--- config.mk ---
export PLATFORM = sky130hd
export DESIGN_NAME = monedero
export DESIGN_NICKNAME = d
export VERILOG_FILES = /design/src/rtl/monedero.sv
export SDC_FILE = /design/constraint.sdc
export NUM_CORES = 1
export LEC_CHECK = 0
export BUFFER_PORTS_ARGS = -buffer_cell sky130_fd_sc_hd__buf_2
export CAP_MARGIN = 20
export CORE_UTILIZATION = 50
export CTS_BUF_LIST = sky130_fd_sc_hd__clkbuf_8 sky130_fd_sc_hd__clkbuf_16
export CTS_CLUSTER_DIAMETER = 30
export DETAILED_ROUTE_END_ITERATION = 12
export PLACE_DENSITY = 0.79
export SETUP_SLACK_MARGIN = 0.5
export SLEW_MARGIN = 30
export SYNTH_ARGS = -nofsm -noshare
export SYNTH_HDL_FRONTEND = slang
export SYNTH_HIERARCHICAL = 1
export SYNTH_SLANG_ARGS = --single-unit
--- constraint.sdc ---
create_clock -name clk -period 3.3 [get_ports clk]
set_clock_uncertainty 0.05 [all_clocks]
set_input_delay 0.33 -clock clk [delete_from_list [all_inputs] [get_ports clk]]
set_output_delay 0.33 -clock clk [all_outputs]
set_load 0.01 [all_outputs]
--- src/rtl/monedero.sv ---
// monedero: coin-acceptor front end -- debounced coin lines, credit accumulator, purchase arbitration.
// Define MONEDERO_CHANGE_EN to build change return (CHANGE state, gap counter, change_pulse).
module monedero_deb #(
  parameter int DEB_CYCLES = 500000
) (
  input  logic clk,
  input  logic rst,
  input  logic raw,
  output logic ev
);
  localparam int CW = $clog2(DEB_CYCLES + 1);

  logic          s1, s2;
  logic [CW-1:0] cnt;

  // Counter saturates at DEB_CYCLES, so a held line fires once per high period.
  always_ff @(posedge clk) begin
    if (rst) begin
      s1  <= 1'b0;
      s2  <= 1'b0;
      cnt <= '0;
      ev  <= 1'b0;
    end else begin
      s1 <= raw;
      s2 <= s1;
      ev <= s2 && (cnt == CW'(DEB_CYCLES - 1));
      if (!s2)                         cnt <= '0;
      else if (cnt != CW'(DEB_CYCLES)) cnt <= cnt + CW'(1);
    end
  end
endmodule

module monedero #(
  parameter int DEB_CYCLES = 500000,
  parameter int CREDIT_MAX = 99,
  parameter int CHANGE_GAP = 5000000
) (
  input  logic       clk,
  input  logic       rst,
  input  logic       coin_1,
  input  logic       coin_5,
  input  logic       coin_10,
  input  logic [6:0] price,
  input  logic       buy,
  input  logic       cancel,
  output logic [6:0] credit,
  output logic       vend_ok,
  output logic       no_funds,
  output logic       reject,
  output logic       change_pulse,
  output logic       busy
);
  localparam int NUM_LANES = 3;
  localparam logic [NUM_LANES-1:0][6:0] COIN_VAL = {7'd10, 7'd5, 7'd1};
  localparam logic [7:0] CMAX = 8'(CREDIT_MAX);

  logic [NUM_LANES-1:0] raw, ev;
  logic [6:0]           coin_val, credit_nxt;
  logic [7:0]           sum;
  logic                 coin_drop, any_ev, fits;
  logic                 vend_nxt, nof_nxt, rej_nxt;

  assign raw = {coin_10, coin_5, coin_1};

  for (genvar i = 0; i < NUM_LANES; i++) begin : g_lane
    monedero_deb #(.DEB_CYCLES(DEB_CYCLES)) u_deb (
      .clk(clk), .rst(rst), .raw(raw[i]), .ev(ev[i])
    );
  end

  // Highest-valued lane wins; any lower lane firing alongside it is dropped.
  always_comb begin
    coin_val  = '0;
    coin_drop = 1'b0;
    for (int i = 0; i < NUM_LANES; i++)
      if (ev[i]) begin
        coin_drop = |coin_val;
        coin_val  = COIN_VAL[i];
      end
  end

  assign any_ev = |ev;
  assign sum    = {1'b0, credit} + {1'b0, coin_val};
  assign fits   = (sum <= CMAX);

`ifdef MONEDERO_CHANGE_EN
  localparam int GW = $clog2(CHANGE_GAP);
  typedef enum logic {IDLE, CHANGE} state_t;
  state_t        state, state_nxt;
  logic [GW-1:0] gap, gap_nxt;
  logic          chg_nxt;
`else
  logic unused_cfg;
  assign unused_cfg = cancel | (CHANGE_GAP < 2);
`endif

  always_comb begin
    credit_nxt = credit;
    vend_nxt   = 1'b0;
    nof_nxt    = 1'b0;
    rej_nxt    = 1'b0;
`ifdef MONEDERO_CHANGE_EN
    state_nxt  = state;
    gap_nxt    = gap;
    chg_nxt    = 1'b0;
    if (state == CHANGE) begin
      rej_nxt = any_ev;
      if (gap == GW'(CHANGE_GAP - 1)) begin
        gap_nxt    = '0;
        chg_nxt    = 1'b1;
        credit_nxt = credit - 7'd1;
        if (credit == 7'd1) state_nxt = IDLE;
      end else begin
        gap_nxt = gap + GW'(1);
      end
    end else
`endif
    if (buy) begin
      rej_nxt = any_ev;
      if (price == 7'd0 || credit < price) begin
        nof_nxt = 1'b1;
      end else begin
        vend_nxt   = 1'b1;
        credit_nxt = credit - price;
`ifdef MONEDERO_CHANGE_EN
        if (credit != price) begin
          state_nxt = CHANGE;
          gap_nxt   = '0;
        end
`endif
      end
    end else begin
`ifdef MONEDERO_CHANGE_EN
      if (cancel && credit != 7'd0) begin
        state_nxt = CHANGE;
        gap_nxt   = '0;
      end
`endif
      if (any_ev) begin
        rej_nxt = coin_drop || !fits;
        if (fits) credit_nxt = sum[6:0];
      end
    end
  end

  always_ff @(posedge clk) begin
    if (rst) begin
      credit   <= '0;
      vend_ok  <= 1'b0;
      no_funds <= 1'b0;
      reject   <= 1'b0;
    end else begin
      credit   <= credit_nxt;
      vend_ok  <= vend_nxt;
      no_funds <= nof_nxt;
      reject   <= rej_nxt;
    end
  end

`ifdef MONEDERO_CHANGE_EN
  always_ff @(posedge clk) begin
    if (rst) begin
      state        <= IDLE;
      gap          <= '0;
      change_pulse <= 1'b0;
    end else begin
      state        <= state_nxt;
      gap          <= gap_nxt;
      change_pulse <= chg_nxt;
    end
  end
  assign busy = (state == CHANGE);
`else
  assign change_pulse = 1'b0;
  assign busy         = 1'b0;
`endif
endmodule

==> flow_summary.json, run 1 <==
{
  "outcome": "complete, no violations",
  "finalCriticalPeriod_ps": 2700,
  "path_clk_slew_ps": 80,
  "fmax_mhz": 371,
  "setup_tns_ps": 0,
  "setup_viol": 0,
  "dr.pass1.iters": 5,
  "syn_inst": 471,
  "hold-worst-slack_ps": 131,
  "fin_ws_ps": 601,
  "h-tree-depth": 3,
  "drc": 0,
  "layout_common_cells": "dfxtp_1 (73), nor2_1 (51), nand2_1 (30)",
  "finalWirelength_mm": 8.56,
  "synthArstFlopShare": 0,
  "final_common_cell": "dfxtp_1",
  "antenna_found_initial": 0,
  "drive_above_1_share": 0.145,
  "crit_path_start_kind": "flip-flop",
  "cp-end-kind": "flip-flop",
  "area_growth_pct": 9.34,
  "worst_pin_slew_ps": 743,
  "yosys_warnings": 6,
  "avgSynthCellArea_sq_um": 8.90,
  "cts-root-buf": "clkbuf_8",
  "met3_usage": 0.0309,
  "ys.flop_type": "dfxtp_1",
  "io_buffers": 22,
  "wl_per_cell_um": 14.2,
  "die-height_um": 93.6,
  "hold_viol": 0,
  "cts_tree": "built",
  "drtAntennaViolNets": 0,
  "io_pins": 26,
  "dieArea_sq_um": 8750,
  "busiest_layer": "met2",
  "grt_max_degree": 22,
  "yosysUniqueCellTypes": 61,
  "dp_hpwl_mm": 6.16,
  "drv_slew": 0,
  "gp_congestion": 0.849,
  "clock_latency_ps": 360,
  "synth-xor-area-share": 0.0770,
  "worstPathMaxFanout": 9,
  "synth_area_sq_um": 4190,
  "rsz0062_at_grt": "no",
  "drt_iter0_drc": 171,
  "synth_edf_count": 0,
  "maxSlewHeadroom": 0.505,
  "ys_seq_area_frac": 0.363,
  "numCtsBuffers": 9,
  "synth_adder_area_share": 0.0603,
  "grt.met2_usage": 0.369,
  "worstPathRequired_ps": 3520,
  "power-per-cell-area_nw_per_um2": 373,
  "crit_type": "flip-flop to flip-flop",
  "globalRoute.totalOverflow": 0,
  "first_global_vias": 3385,
  "fin_nets": 524,
  "yosys_register_bits": 76,
  "power.leakage_nw": 1.57,
  "gr-usage-all-layers": 0.214,
  "muxShareOfSynthArea": 0,
  "routed_via_density": 5.94,
  "grt_pass1_wl_mm": 14.9,
  "use_met1": 0.255,
  "finish.utilization": 0.561,
  "die_width_um": 93.6,
  "fillCellCount": 731,
  "pre_cts_slack_ps": 274,
  "maxCapViolCount": 0,
  "rows": 33,
  "ir_drop_mv": 0.262,
  "synth_top_family_by_area": "simple AND/OR/NAND/NOR gates",
  "start_util": 0.513,
  "holdBufCountCts": 0,
  "cts.path.max_buffers": 2,
  "clock_sink_count": 76,
  "worstPathArrival_ps": 2920,
  "insertedDiodeCount": 0,
  "period_share": 0.818,
  "hold_class": "input port to flip-flop",
  "core_area_sq_um": 8180,
  "power.total_mw": 1.71,
  "synth_simple_gate_area_frac": 0.296,
  "routed-via-count": 3570,
  "synth_compound_area_frac": 0.160
}
-- power breakdown --
part / total, mW / switching, mW / internal (mW)
Combinational: 0.0664 / 0.0415 / 0.0248
Sequential: 0.925 / 0.00303 / 0.922
Clock: 0.718 / 0.349 / 0.370
Total: 1.71 / 0.393 / 1.32
-- sequential cells by signal (all words and copies together), names as in the netlist --
name	count
g_lane.u_deb/ev	3
no_funds	1
g_lane.u_deb/s1	3
credit	7
vend_ok	1
g_lane.u_deb/cnt	57
reject	1
g_lane.u_deb/s2	3
-- layout make-up --
type | instances | area (sq um) | share of cell area
Sequential cell | 76 | 1530 | 0.333
Inverter | 21 | 78.8 | 0.0172
Clock buffer | 10 | 138 | 0.0300
Tap cell | 105 | 131 | 0.0287
Clock inverter | 6 | 63.8 | 0.0139
Multi-Input combinational cell | 358 | 2510 | 0.548
Timing Repair Buffer | 25 | 133 | 0.0289
-- metal layers --
| layer | part of all wire | wire length, um | vias to the layer above |
|---|---|---|---|
| met4 | 0.021 | 181 | 0 |
| li1 | - | - | 1756 |
| met1 | 0.44 | 3810 | 1724 |
| met5 | 0 | 0 | - |
| met2 | 0.50 | 4260 | 74 |
| met3 | 0.037 | 317 | 16 |
-- cells in the mapped netlist (2+ instances only) --
cell type,instances,share of area
o41ai_2,3,0.012
nor3_2,3,0.0072
nand2_1,30,0.027
or4b_1,3,0.0072
and4_1,6,0.013
nor2_1,51,0.046
xnor2_1,13,0.027
or3_1,5,0.0075
o21ai_0,10,0.012
a31oi_1,2,0.0030
buf_4,5,0.0090
inv_1,20,0.018
and4_2,3,0.0072
dfxtp_1,76,0.36
nand4bb_1,3,0.0081
a2111oi_0,3,0.0063
ha_1,17,0.051
buf_2,6,0.0072
o31ai_1,7,0.013
o2111ai_1,3,0.0063
a211oi_2,4,0.012
o21a_1,7,0.013
nor4_1,12,0.018
a21oi_1,10,0.012
nand3_1,16,0.019
fa_1,2,0.0096
and3_1,4,0.0060
nand4_1,24,0.036
a21oi_2,2,0.0042
nor2b_1,15,0.022
o211ai_1,14,0.025
nand2b_1,12,0.018
clkbuf_1,4,0.0036
or4_1,12,0.021
xor2_1,22,0.046
nor3_1,14,0.017
o31ai_2,2,0.0060
nand3b_1,3,0.0054
-- stage by stage --
step | cell area, sq um | instances
5_1_grt | 4580 | 601
3_3_place_gp | 4340 | 582
6_report | 4580 | 601
2_1_floorplan | 4200 | 472
3_5_place_dp | 4340 | 582
4_1_cts | 4570 | 600
-- worst paths after layout --
check	start	end	slack, ps	cells past startpoint
hold / removal	coin_1	g_lane[0].u_deb/s1	130	2
setup / recovery	g_lane[2].u_deb/ev	credit[4]	600	10
setup reg to reg	g_lane[2].u_deb/ev	credit[4]	600	10
hold reg to reg	g_lane[0].u_deb/s1	g_lane[0].u_deb/s2	390	1
-- cells by family (layout without fill, tap and decap cells) --
| family | after synthesis | in the layout |
|---|---|---|
| AO/OA/AOI/OAI | 80 | 80 |
| XOR/XNOR | 36 | 36 |
| adder cells (fa/ha/maj) | 19 | 19 |
| buffers and inverters | 38 | 62 |
| flip-flops | 76 | 76 |
| other | 1 | 2 |
| AND/OR/NAND/NOR | 221 | 221 |
-- what timing repair did --
item                                   in CTS  in global routing
gates resized for setup                     7                  4
pin swaps                                   2                  4
setup endpoints to repair                   7                  7
buffers inserted                            2                  1
cloned                                      0                  0
endpoints found under the hold margin       0                  0
-- critical path: stages (launching register included) --
cell and delay (ps):
dfxtp_2 420, nor2_1 80, ha_2 190, fa_2 350, a21o_1 220, a21oi_4 190, o211ai_1 130, a32oi_2 290
nor3_4 100, or2_4 330, o32ai_2 250
Note: power is estimated with default switching activity, not from simulation.
==> run 2, diff against run 1 <==
Settings changed: PLACE_DENSITY 0.79 to 0.81.
Clock period 3.3 ns to 2.4 ns, I/O delays scaled along.
==> run 2 against run 1 <==
The flow now finishes with violations (negative setup slack). Flip-flop and latch count did not move. Combinational power grew 64%. Final cell count grew 4.8%. Critical path type unchanged. Largest power group unchanged.
==> flow_summary.json, run 2 (synthesis gave the netlist of run 1 again) <==
{
  "outcome": "finished with violations",
  "violations": "negative setup slack",
  "die_width_um": 93.6,
  "finalWirelength_mm": 10.7,
  "die-height_um": 93.6,
  "critPathTopFamily": "compound AO/OA/AOI/OAI gates",
  "holdBufCountCts": 0,
  "insertedDiodeCount": 0,
  "maxCapViolCount": 0,
  "power.leakage_nw": 1.80,
  "finalCriticalPeriod_ps": 2730,
  "cp-end-kind": "flip-flop",
  "dieArea_sq_um": 8750,
  "hold_class": "input port to flip-flop",
  "top_register": "g_lane.u_deb/cnt",
  "power.total_mw": 2.35,
  "worstPathRequired_ps": 2610,
  "hold-worst-slack_ps": 49.0,
  "path_clk_slew_ps": 80,
  "worstPathMaxFanout": 7,
  "drt_iter0_drc": 251,
  "largest_reg_flops": 57,
  "area_growth_pct": 20.4,
  "io_buffers": 22,
  "cts-root-buf": "clkbuf_8",
  "start_util": 0.513,
  "wl_per_cell_um": 16.9,
  "rows": 33,
  "hold_viol": 0,
  "routed-via-count": 3838,
  "core_area_sq_um": 8180,
  "fillCellCount": 634,
  "h-tree-depth": 3,
  "gp_congestion": 0.866,
  "path_cells": "nor2_2, nor2_1, ha_2, fa_2, a21o_1, a21oi_4, o211ai_1, a32oi_2, nor3_4, or2_4, a211oi_2",
  "drive_above_1_share": 0.253,
  "grt_max_degree": 22,
  "power-per-cell-area_nw_per_um2": 466,
  "numCtsBuffers": 9,
  "fin_nets": 553,
  "first_global_vias": 3593,
  "rsz0062_at_grt": "yes",
  "antenna_found_initial": 0,
  "crit_path_start_kind": "flip-flop",
  "drtAntennaViolNets": 0,
  "setup_viol": 8,
  "drv_slew": 0,
  "fin_ws_ps": -333,
  "slowest_delay_ps": 360,
  "reg.largest.list": "g_lane.u_deb/cnt: 57 flops, credit: 7 flops",
  "seqCellArea_sq_um": 1550,
  "multi_input_area_sq_um": 2720,
  "io_pins": 26,
  "grt_pass1_wl_mm": 16.5,
  "cts_tree": "built",
  "globalRoute.totalOverflow": 0,
  "crit_path_top_delay_cell": "dfxtp_4",
  "fmax_mhz": 366,
  "clock_latency_ps": 350,
  "ir_drop_mv": 0.391,
  "layout_common_cells": "dfxtp_1 (65), nor2_1 (50), nand2_1 (30)",
  "clock_sink_count": 76,
  "dp_hpwl_mm": 6.42,
  "gr-usage-all-layers": 0.238,
  "worstPathArrival_ps": 2940,
  "routed_via_density": 6.09,
  "period_share": 1.14,
  "final_common_cell": "dfxtp_1",
  "worst_pin_slew_ps": 649,
  "crit_type": "flip-flop to flip-flop",
  "maxSlewHeadroom": 0.566,
  "drc": 0,
  "dr.pass1.iters": 5,
  "critPathBufInv": 0,
  "cts.path.max_buffers": 2
}
## run 2: path summary, 6_finish.rpt
kind | startpoint | end | slack, ps | depth (start not counted)
hold reg to reg | g_lane[2].u_deb/s1 | g_lane[2].u_deb/s2 | 390 | 1
hold / removal | coin_5 | g_lane[1].u_deb/s1 | 50 | 2
setup / recovery | g_lane[1].u_deb/ev | credit[0] | -330 | 11
setup reg to reg | g_lane[1].u_deb/ev | credit[0] | -330 | 11
## run 2: power by group
part / switching, mW / internal [mW] / total, mW
Clock: 0.476 / 0.500 / 0.976
Sequential: 0.00463 / 1.26 / 1.27
Combinational: 0.0674 / 0.0413 / 0.109
Total: 0.548 / 1.80 / 2.35
## run 2: metal layers
metal / part of all wire / GRT usage / vias up
met5: 0 / 0 / -
met2: 0.49 / 0.396 / 153
li1: - / - / 1821
met1: 0.43 / 0.298 / 1823
met4: 0.031 / 0.124 / 0
met3: 0.054 / 0.0358 / 41
## run 2: area by class of cell
cell class | count | area share
clock buffers | 10 | 0.0273
clock inverters | 6 | 0.0112
inverters | 21 | 0.0156
multi-input cells | 358 | 0.540
flip-flops and latches | 76 | 0.306
well taps | 105 | 0.0260
repair buffers | 54 | 0.0741
## run 2: stage by stage
stage	worst slack [ps]	utilization	std cells	TNS, ps	cell area, sq um
final	-333	0.617	630	-2100	5050
after global routing	-403	0.617	630	-2710	5050
after CTS	-165	0.597	623	-964	4880
after detailed placement	-262	0.553	605	-1590	4520
after global placement	-214	0.553	605	-1180	4520
after floorplan	-131	-	472	-683	4210
## run 2: timing repair
action                                  4_1_cts  5_1_grt
pin swaps                                     9       26
resized for setup                            27       29
endpoints found under the setup margin       23       19
buffers inserted                              2        7
